**config.mk**
```make
export PLATFORM = sky130hd
export DESIGN_NAME = tdm_demux_4to1
export DESIGN_NICKNAME = d
export VERILOG_FILES = /design/src/rtl/tdm_demux_pkg.sv /design/src/rtl/tdm_slot_ctr.sv /design/src/rtl/tdm_demux_4to1.sv
export SDC_FILE = /design/constraint.sdc
export NUM_CORES = 1
export LEC_CHECK = 0
export CELL_PAD_IN_SITES_DETAIL_PLACEMENT = 1
export CELL_PAD_IN_SITES_GLOBAL_PLACEMENT = 1
export CORE_MARGIN = 5
export CORE_UTILIZATION = 40
export CTS_CLUSTER_DIAMETER = 40
export DETAILED_ROUTE_END_ITERATION = 7
export DONT_BUFFER_PORTS = 1
export PLACE_DENSITY = 0.76
export SYNTH_ARGS = -nofsm -noshare
export SYNTH_HDL_FRONTEND = slang
export SYNTH_SLANG_ARGS = --single-unit
export TNS_END_PERCENT = 5
```
**constraint.sdc**
```tcl
create_clock -name clk_i -period 1.7 [get_ports clk_i]
set_input_delay 0.34 -clock clk_i [delete_from_list [all_inputs] [get_ports clk_i]]
set_output_delay 0.34 -clock clk_i [all_outputs]
set_load 0.01 [all_outputs]
```
**src/rtl/tdm_demux_pkg.sv**
```systemverilog
// Shared constants, state encoding and helpers for the TDM 4:1 receive demux.
package tdm_demux_pkg;

    localparam int NUM_SLOTS = 4;
    localparam int SLOT_W    = 2;
    localparam int ERR_CNT_W = 8;

    localparam logic ST_HUNT = 1'b0;
    localparam logic ST_LOCK = 1'b1;

    typedef enum logic {
        HUNT = ST_HUNT,
        LOCK = ST_LOCK
    } state_e;

    function automatic logic [ERR_CNT_W-1:0] sat_inc(input logic [ERR_CNT_W-1:0] v);
        return (v == {ERR_CNT_W{1'b1}}) ? v : v + ERR_CNT_W'(1);
    endfunction

endpackage

```
**src/rtl/tdm_slot_ctr.sv**
```systemverilog
// Slot index counter for the TDM demux: clear has priority over load-to-1, then increment.
module tdm_slot_ctr
    import tdm_demux_pkg::*;
(
    input  logic              clk_i,
    input  logic              rst_i,
    input  logic              inc_i,
    input  logic              load1_i,
    input  logic              clr_i,
    output logic [SLOT_W-1:0] slot_o
);

    logic [SLOT_W-1:0] slot_q;

    // Slot register
    always_ff @(posedge clk_i or posedge rst_i) begin
        if (rst_i) begin
            slot_q <= {SLOT_W{1'b0}};
        end else if (clr_i) begin
            slot_q <= {SLOT_W{1'b0}};
        end else if (load1_i) begin
            slot_q <= SLOT_W'(1);
        end else if (inc_i) begin
            slot_q <= slot_q + SLOT_W'(1);
        end else begin
            slot_q <= slot_q;
        end
    end

    assign slot_o = slot_q;

endmodule

```
**src/rtl/tdm_demux_4to1.sv**
```systemverilog
// 4-slot TDM receive demux with HUNT/LOCK frame alignment on fsync.
// Optional build macro SYNC_ERR_EN adds the sync_err_o pulse and saturating err_cnt_o.
module tdm_demux_4to1
    import tdm_demux_pkg::*;
#(
    parameter int WIDTH = 1
) (
    input  logic             clk_i,
    input  logic             rst_i,
    input  logic [WIDTH-1:0] din_i,
    input  logic             din_valid_i,
    input  logic             fsync_i,
    output logic [WIDTH-1:0] y0_o,
    output logic [WIDTH-1:0] y1_o,
    output logic [WIDTH-1:0] y2_o,
    output logic [WIDTH-1:0] y3_o,
    output logic             y_valid_o,
    output logic             locked_o,
    output logic             s1_o,
    output logic             s0_o
`ifdef SYNC_ERR_EN
    ,
    output logic                 sync_err_o,
    output logic [ERR_CNT_W-1:0] err_cnt_o
`endif
);

    state_e            state_q, state_d;
    logic [WIDTH-1:0]  sh0_q, sh1_q, sh2_q, sh0_d, sh1_d, sh2_d;
    logic [WIDTH-1:0]  y0_q, y1_q, y2_q, y3_q, y0_d, y1_d, y2_d, y3_d;
    logic              yv_q, yv_d;
    logic              slot_inc_s, slot_load_s, slot_clr_s;
    logic [SLOT_W-1:0] slot_s;
`ifdef SYNC_ERR_EN
    logic                 se_q, se_d;
    logic [ERR_CNT_W-1:0] err_q, err_d;
`endif

    tdm_slot_ctr u_slot_ctr (
        .clk_i   (clk_i),
        .rst_i   (rst_i),
        .inc_i   (slot_inc_s),
        .load1_i (slot_load_s),
        .clr_i   (slot_clr_s),
        .slot_o  (slot_s)
    );

    // Frame alignment FSM, shadow capture and frame commit
    always_comb begin
        state_d     = state_q;
        sh0_d       = sh0_q;
        sh1_d       = sh1_q;
        sh2_d       = sh2_q;
        y0_d        = y0_q;
        y1_d        = y1_q;
        y2_d        = y2_q;
        y3_d        = y3_q;
        yv_d        = 1'b0;
        slot_inc_s  = 1'b0;
        slot_load_s = 1'b0;
        slot_clr_s  = 1'b0;
`ifdef SYNC_ERR_EN
        se_d        = 1'b0;
        err_d       = err_q;
`endif
        if (din_valid_i) begin
            case (state_q)
                HUNT: begin
                    if (fsync_i) begin
                        sh0_d       = din_i;
                        slot_load_s = 1'b1;
                        state_d     = LOCK;
                    end else begin
                        state_d     = HUNT;
                    end
                end
                LOCK: begin
                    if (fsync_i && (slot_s != SLOT_W'(0))) begin
                        // Misaligned sync: restart the frame from this beat
                        sh0_d       = din_i;
                        slot_load_s = 1'b1;
`ifdef SYNC_ERR_EN
                        se_d        = 1'b1;
                        err_d       = sat_inc(err_q);
`endif
                    end else if (!fsync_i && (slot_s == SLOT_W'(0))) begin
                        slot_clr_s  = 1'b1;
                        state_d     = HUNT;
                    end else if (slot_s == SLOT_W'(NUM_SLOTS - 1)) begin
                        y0_d        = sh0_q;
                        y1_d        = sh1_q;
                        y2_d        = sh2_q;
                        y3_d        = din_i;
                        yv_d        = 1'b1;
                        slot_clr_s  = 1'b1;
                    end else begin
                        case (slot_s)
                            2'd0:    sh0_d = din_i;
                            2'd1:    sh1_d = din_i;
                            2'd2:    sh2_d = din_i;
                            default: sh0_d = sh0_q;
                        endcase
                        slot_inc_s  = 1'b1;
                    end
                end
                default: begin
                    state_d     = HUNT;
                    slot_clr_s  = 1'b1;
                end
            endcase
        end else begin
            state_d = state_q;
        end
    end

    // State, shadow and output registers
    always_ff @(posedge clk_i or posedge rst_i) begin
        if (rst_i) begin
            state_q <= HUNT;
            sh0_q   <= {WIDTH{1'b0}};
            sh1_q   <= {WIDTH{1'b0}};
            sh2_q   <= {WIDTH{1'b0}};
            y0_q    <= {WIDTH{1'b0}};
            y1_q    <= {WIDTH{1'b0}};
            y2_q    <= {WIDTH{1'b0}};
            y3_q    <= {WIDTH{1'b0}};
            yv_q    <= 1'b0;
`ifdef SYNC_ERR_EN
            se_q    <= 1'b0;
            err_q   <= {ERR_CNT_W{1'b0}};
`endif
        end else begin
            state_q <= state_d;
            sh0_q   <= sh0_d;
            sh1_q   <= sh1_d;
            sh2_q   <= sh2_d;
            y0_q    <= y0_d;
            y1_q    <= y1_d;
            y2_q    <= y2_d;
            y3_q    <= y3_d;
            yv_q    <= yv_d;
`ifdef SYNC_ERR_EN
            se_q    <= se_d;
            err_q   <= err_d;
`endif
        end
    end

    assign y0_o      = y0_q;
    assign y1_o      = y1_q;
    assign y2_o      = y2_q;
    assign y3_o      = y3_q;
    assign y_valid_o = yv_q;
    assign locked_o  = (state_q == LOCK);
    assign s1_o      = slot_s[1];
    assign s0_o      = slot_s[0];
`ifdef SYNC_ERR_EN
    assign sync_err_o = se_q;
    assign err_cnt_o  = err_q;
`endif

endmodule

```
==> results_tabular.tex <==
\begin{tabular}{lr}
\hline
Metric & Value \\
\hline
\multicolumn{2}{l}{\textbf{Critical path}} \\
\quad Worst Setup Path Type & reg2reg \\
\quad Cell with the biggest individual delay on the critical path & sky130\_fd\_sc\_hd\_\_dfrtp\_2 \\
\quad Cell seen most often among critical-path stages & sky130\_fd\_sc\_hd\_\_ha\_4 \\
\quad Delay of the slowest cell on the worst path & 400 ps \\
\quad Top delay family on crit path & flip-flops \\
\quad Ordered list of cells on the worst path & inv\_2 -> ha\_4 -> ha\_4 -> or3b\_1 -> a31oi\_1 -> mux2\_1 \\
\quad Buffering stage count on the worst path with inverters included & 1 \\
\quad Data required time at the worst endpoint & 1850 ps \\
\quad Data arrival time of the worst path & 1910 ps \\
\quad Startpoint types & flip-flop \\
\quad Kind of capture point of the worst setup path & flip-flop \\
\quad Critical path peak fanout & 4 \\
\multicolumn{2}{l}{\textbf{STA}} \\
\quad Pins over their slew limit & 0 \\
\quad Worst rel slew slack & 0.723 \\
\quad Number of endpoints failing setup at the final stage & 1 \\
\quad Final period demand of the worst path & 1760 ps \\
\quad Pin slew with the least headroom to its limit & 415 ps \\
\quad Setup repair after global routing missed its margin & yes \\
\quad Worst hold slack & 196 ps \\
\quad Final hold violation count & 0 \\
\quad Clock Skews & 0.845 ps \\
\quad Fin crit share & 1.04 \\
\quad Maximum clock rate & 567 MHz \\
\quad Final WS setup & -63.7 ps \\
\multicolumn{2}{l}{\textbf{Detailed routing}} \\
\quad Number of detailed-routing iterations run before antenna repair & 4 \\
\quad Via/cell ratio & 5.53 \\
\quad Number of design rule violations left after detail routing & 0 \\
\quad Via total after detailed routing & 420 \\
\quad Iter 0 DRT Violations & 4 \\
\quad Total Wirelength & 1310 um \\
\quad Number of nets with antenna violations after routing & 0 \\
\quad Avg WL per Cell & 17.2 um \\
\multicolumn{2}{l}{\textbf{CTS}} \\
\quad Insertion delay to the later sink of the worst-skew pair & 260 ps \\
\quad CTS H-tree lvls & 1 \\
\quad Reg clk slew, reported paths & 70 ps \\
\quad Clock root cell & sky130\_fd\_sc\_hd\_\_clkbuf\_4 \\
\quad Total clock buffers created by CTS & 3 \\
\quad Clock tree from TritonCTS & yes \\
\quad Maximum count of clock buffers along a single path & 2 \\
\quad Sink count of the clock tree & 11 \\
\multicolumn{2}{l}{\textbf{Synthesis}} \\
\quad Number of register bits inferred by synthesis & 11 \\
\quad Number of distinct library cells after synthesis & 17 \\
\quad Share of synthesized area occupied by flip-flops and latches & 0.482 \\
\quad Cell types with the largest area share after synthesis & sky130\_fd\_sc\_hd\_\_dfrtp\_1, sky130\_fd\_sc\_hd\_\_ha\_1, sky130\_fd\_sc\_hd\_\_mux2\_2 \\
\quad Area share of the leading cell type in the synthesized netlist & 0.482 \\
\quad Syn\_nets & 60 \\
\quad Instance count of the mapped netlist & 47 \\
\quad Top cell type by total area after synthesis & sky130\_fd\_sc\_hd\_\_dfrtp\_1 \\
\quad Ys Warns & 0 \\
\quad Average instance area after synthesis & 12.1 sq um \\
\quad Syn Std Cell Area & 571 sq um \\
\multicolumn{2}{l}{\textbf{Global routing}} \\
\quad Initial antenna violation count & 0 \\
\quad Via count of the first global-routing pass & 442 \\
\quad Maximum number of pins on one net before global-route repair & 12 \\
\quad Global route overflow & 0 \\
\quad Wire length of the first global-routing pass & 2060 um \\
\quad Global routing usage summed across all routing layers & 0.137 \\
\multicolumn{2}{l}{\textbf{Final layout}} \\
\quad Combined flip-flop and latch cell area & 278 sq um \\
\quad Combined area of the multi-input logic cells & 309 sq um \\
\quad Most frequent cells in the layout & sky130\_fd\_sc\_hd\_\_dfrtp\_1, sky130\_fd\_sc\_hd\_\_buf\_4, sky130\_fd\_sc\_hd\_\_mux2\_2, sky130\_fd\_sc\_hd\_\_ha\_1, sky130\_fd\_sc\_hd\_\_inv\_1 \\
\quad Share of post-route cells with drive strength above 1 & 0.443 \\
\quad Final nets & 75 \\
\quad Ant diodes & 0 \\
\quad Layout overhead on the synthesized area & 28.3\% \\
\quad Filler cell count in the final layout & 142 \\
\multicolumn{2}{l}{\textbf{Status}} \\
\quad Run status & finished, violations left \\
\quad Violated checks & setup timing \\
\multicolumn{2}{l}{\textbf{Floorplanning}} \\
\quad Die extent in x & 47.8 um \\
\quad \# IOs & 13 \\
\quad Effective utilization at floorplan & 0.433 \\
\quad Die ar. & 2280 sq um \\
\quad Vert. Die Dim & 47.8 um \\
\quad Core area & 1320 sq um \\
\quad FP Rows & 13 \\
\multicolumn{2}{l}{\textbf{Place}} \\
\quad DP Worst Slack & -62.5 ps \\
\quad Routability Congestion & 0.870 \\
\quad Final HPWL DP & 1000 um \\
\quad Count of input and output buffers & 0 \\
\multicolumn{2}{l}{\textbf{Min path}} \\
\quad Kind of path behind the tightest hold check & in2reg \\
\multicolumn{2}{l}{\textbf{Pwr}} \\
\quad Peak ir drop on the vdd network & 0.680 mV \\
\quad Power per cell area & 1640 nW/um\^{}2 \\
\quad Leakage & 0.346 nW \\
\multicolumn{2}{l}{\textbf{Run}} \\
\quad Count of max-cap constraint violations & 0 \\
\hline
\end{tabular}
[cell usage after synthesis]
master                    instances
sky130_fd_sc_hd__a21oi_1          1
sky130_fd_sc_hd__a31oi_1          2
sky130_fd_sc_hd__a32o_1           1
sky130_fd_sc_hd__a32oi_1          1
sky130_fd_sc_hd__and2_1           1
sky130_fd_sc_hd__and3b_1          1
sky130_fd_sc_hd__dfrtp_1         11
sky130_fd_sc_hd__ha_1             8
sky130_fd_sc_hd__inv_1            6
sky130_fd_sc_hd__mux2_1           1
sky130_fd_sc_hd__mux2_2           6
sky130_fd_sc_hd__nand2_1          1
sky130_fd_sc_hd__nand3_1          2
sky130_fd_sc_hd__nand4_1          1
sky130_fd_sc_hd__nor2_1           1
sky130_fd_sc_hd__o21ai_0          2
sky130_fd_sc_hd__or3b_1           1
[worst paths after layout]
path                       slack (ps)                  from  cells past startpoint                   end
setup / recovery                  -60  u_slot_ctr.slot_o[1]                      6                 sh0_q
hold / removal                    200           din_valid_i                      1              locked_o
hold reg to reg                   490                 sh0_q                      1                 sh0_q
min in group asynchronous         510                 rst_i                      2                 sh0_q
setup reg to reg                  -60  u_slot_ctr.slot_o[1]                      6                 sh0_q
max in group asynchronous         880                 rst_i                      2  u_slot_ctr.slot_o[0]
[where the power goes]
group          leakage [nW]  switching, mW  internal [mW]
clock network        0.0150         0.0807         0.0906
registers             0.133          0.119          0.373
logic                 0.198          0.243          0.293
total                 0.346          0.442          0.757
[what timing repair did]
| action | in CTS | in global routing |
|---|---|---|
| buffers inserted | 3 | 1 |
| hold buffers | 1 | 0 |
| endpoints found under the setup margin | 3 | 3 |
| gates resized for setup | 1 | 2 |
| endpoints found under the hold margin | 11 | 0 |
| pin swaps | 2 | 2 |
[state kept, by name, indices dropped and copies added (netlist names)]
signal and count:
sh1_q 1, y3_o 1, u_slot_ctr.slot_o 2, y1_o 1
sh2_q 1, y0_o 1, y_valid_o 1, locked_o 1
y2_o 1, sh0_q 1
[worst register-to-register path, cell delays in order (launching register included)]
cell and delay [ps]:
sky130_fd_sc_hd__dfrtp_2 400, sky130_fd_sc_hd__inv_2 70, sky130_fd_sc_hd__ha_4 180, sky130_fd_sc_hd__ha_4 150, sky130_fd_sc_hd__or3b_1 340, sky130_fd_sc_hd__a31oi_1 180
sky130_fd_sc_hd__mux2_1 330
[per-stage QoR]
stage               utilization  instance area [sq um]  power (mW)  std cells  setup TNS, ps
global route              0.556                    732        1.29         76           -204
CTS                       0.542                    714        1.18         75          -57.8
floorplan                     -                    598       0.767         47          -60.5
finish                    0.556                    732        1.20         76          -63.7
global placement          0.497                    654       0.896         67          -15.9
detailed placement        0.497                    654       0.952         67          -62.5
[per-layer routing]
metal / global-route usage / share of wire / vias up
met3: 0.0639 / 0.087 / 2
li1: - / - / 192
met1: 0.150 / 0.41 / 209
met2: 0.222 / 0.50 / 17
met5: 0 / 0 / -
met4: 0.0699 / 0.0061 / 0
[kinds of logic (layout without fill, tap and decap cells)]
logic type | after synthesis | in the layout | synth area share
flops | 11 | 11 | 0.482
fa+ha+maj | 8 | 8 | 0.175
simple gates | 8 | 8 | 0.0833
compound gates | 7 | 7 | 0.0811
mux | 7 | 7 | 0.138
buf+inv | 6 | 20 | 0.0395
[layout make-up]
| cell class | count | share of cell area |
|---|---|---|
| Multi-Input combinational cell | 30 | 0.422 |
| Sequential cell | 11 | 0.379 |
| Timing Repair Buffer | 10 | 0.106 |
| Clock buffer | 4 | 0.0359 |
| Inverter | 6 | 0.0308 |
| Tap cell | 15 | 0.0256 |
No activity file was read; power rests on OpenSTA's default activity.
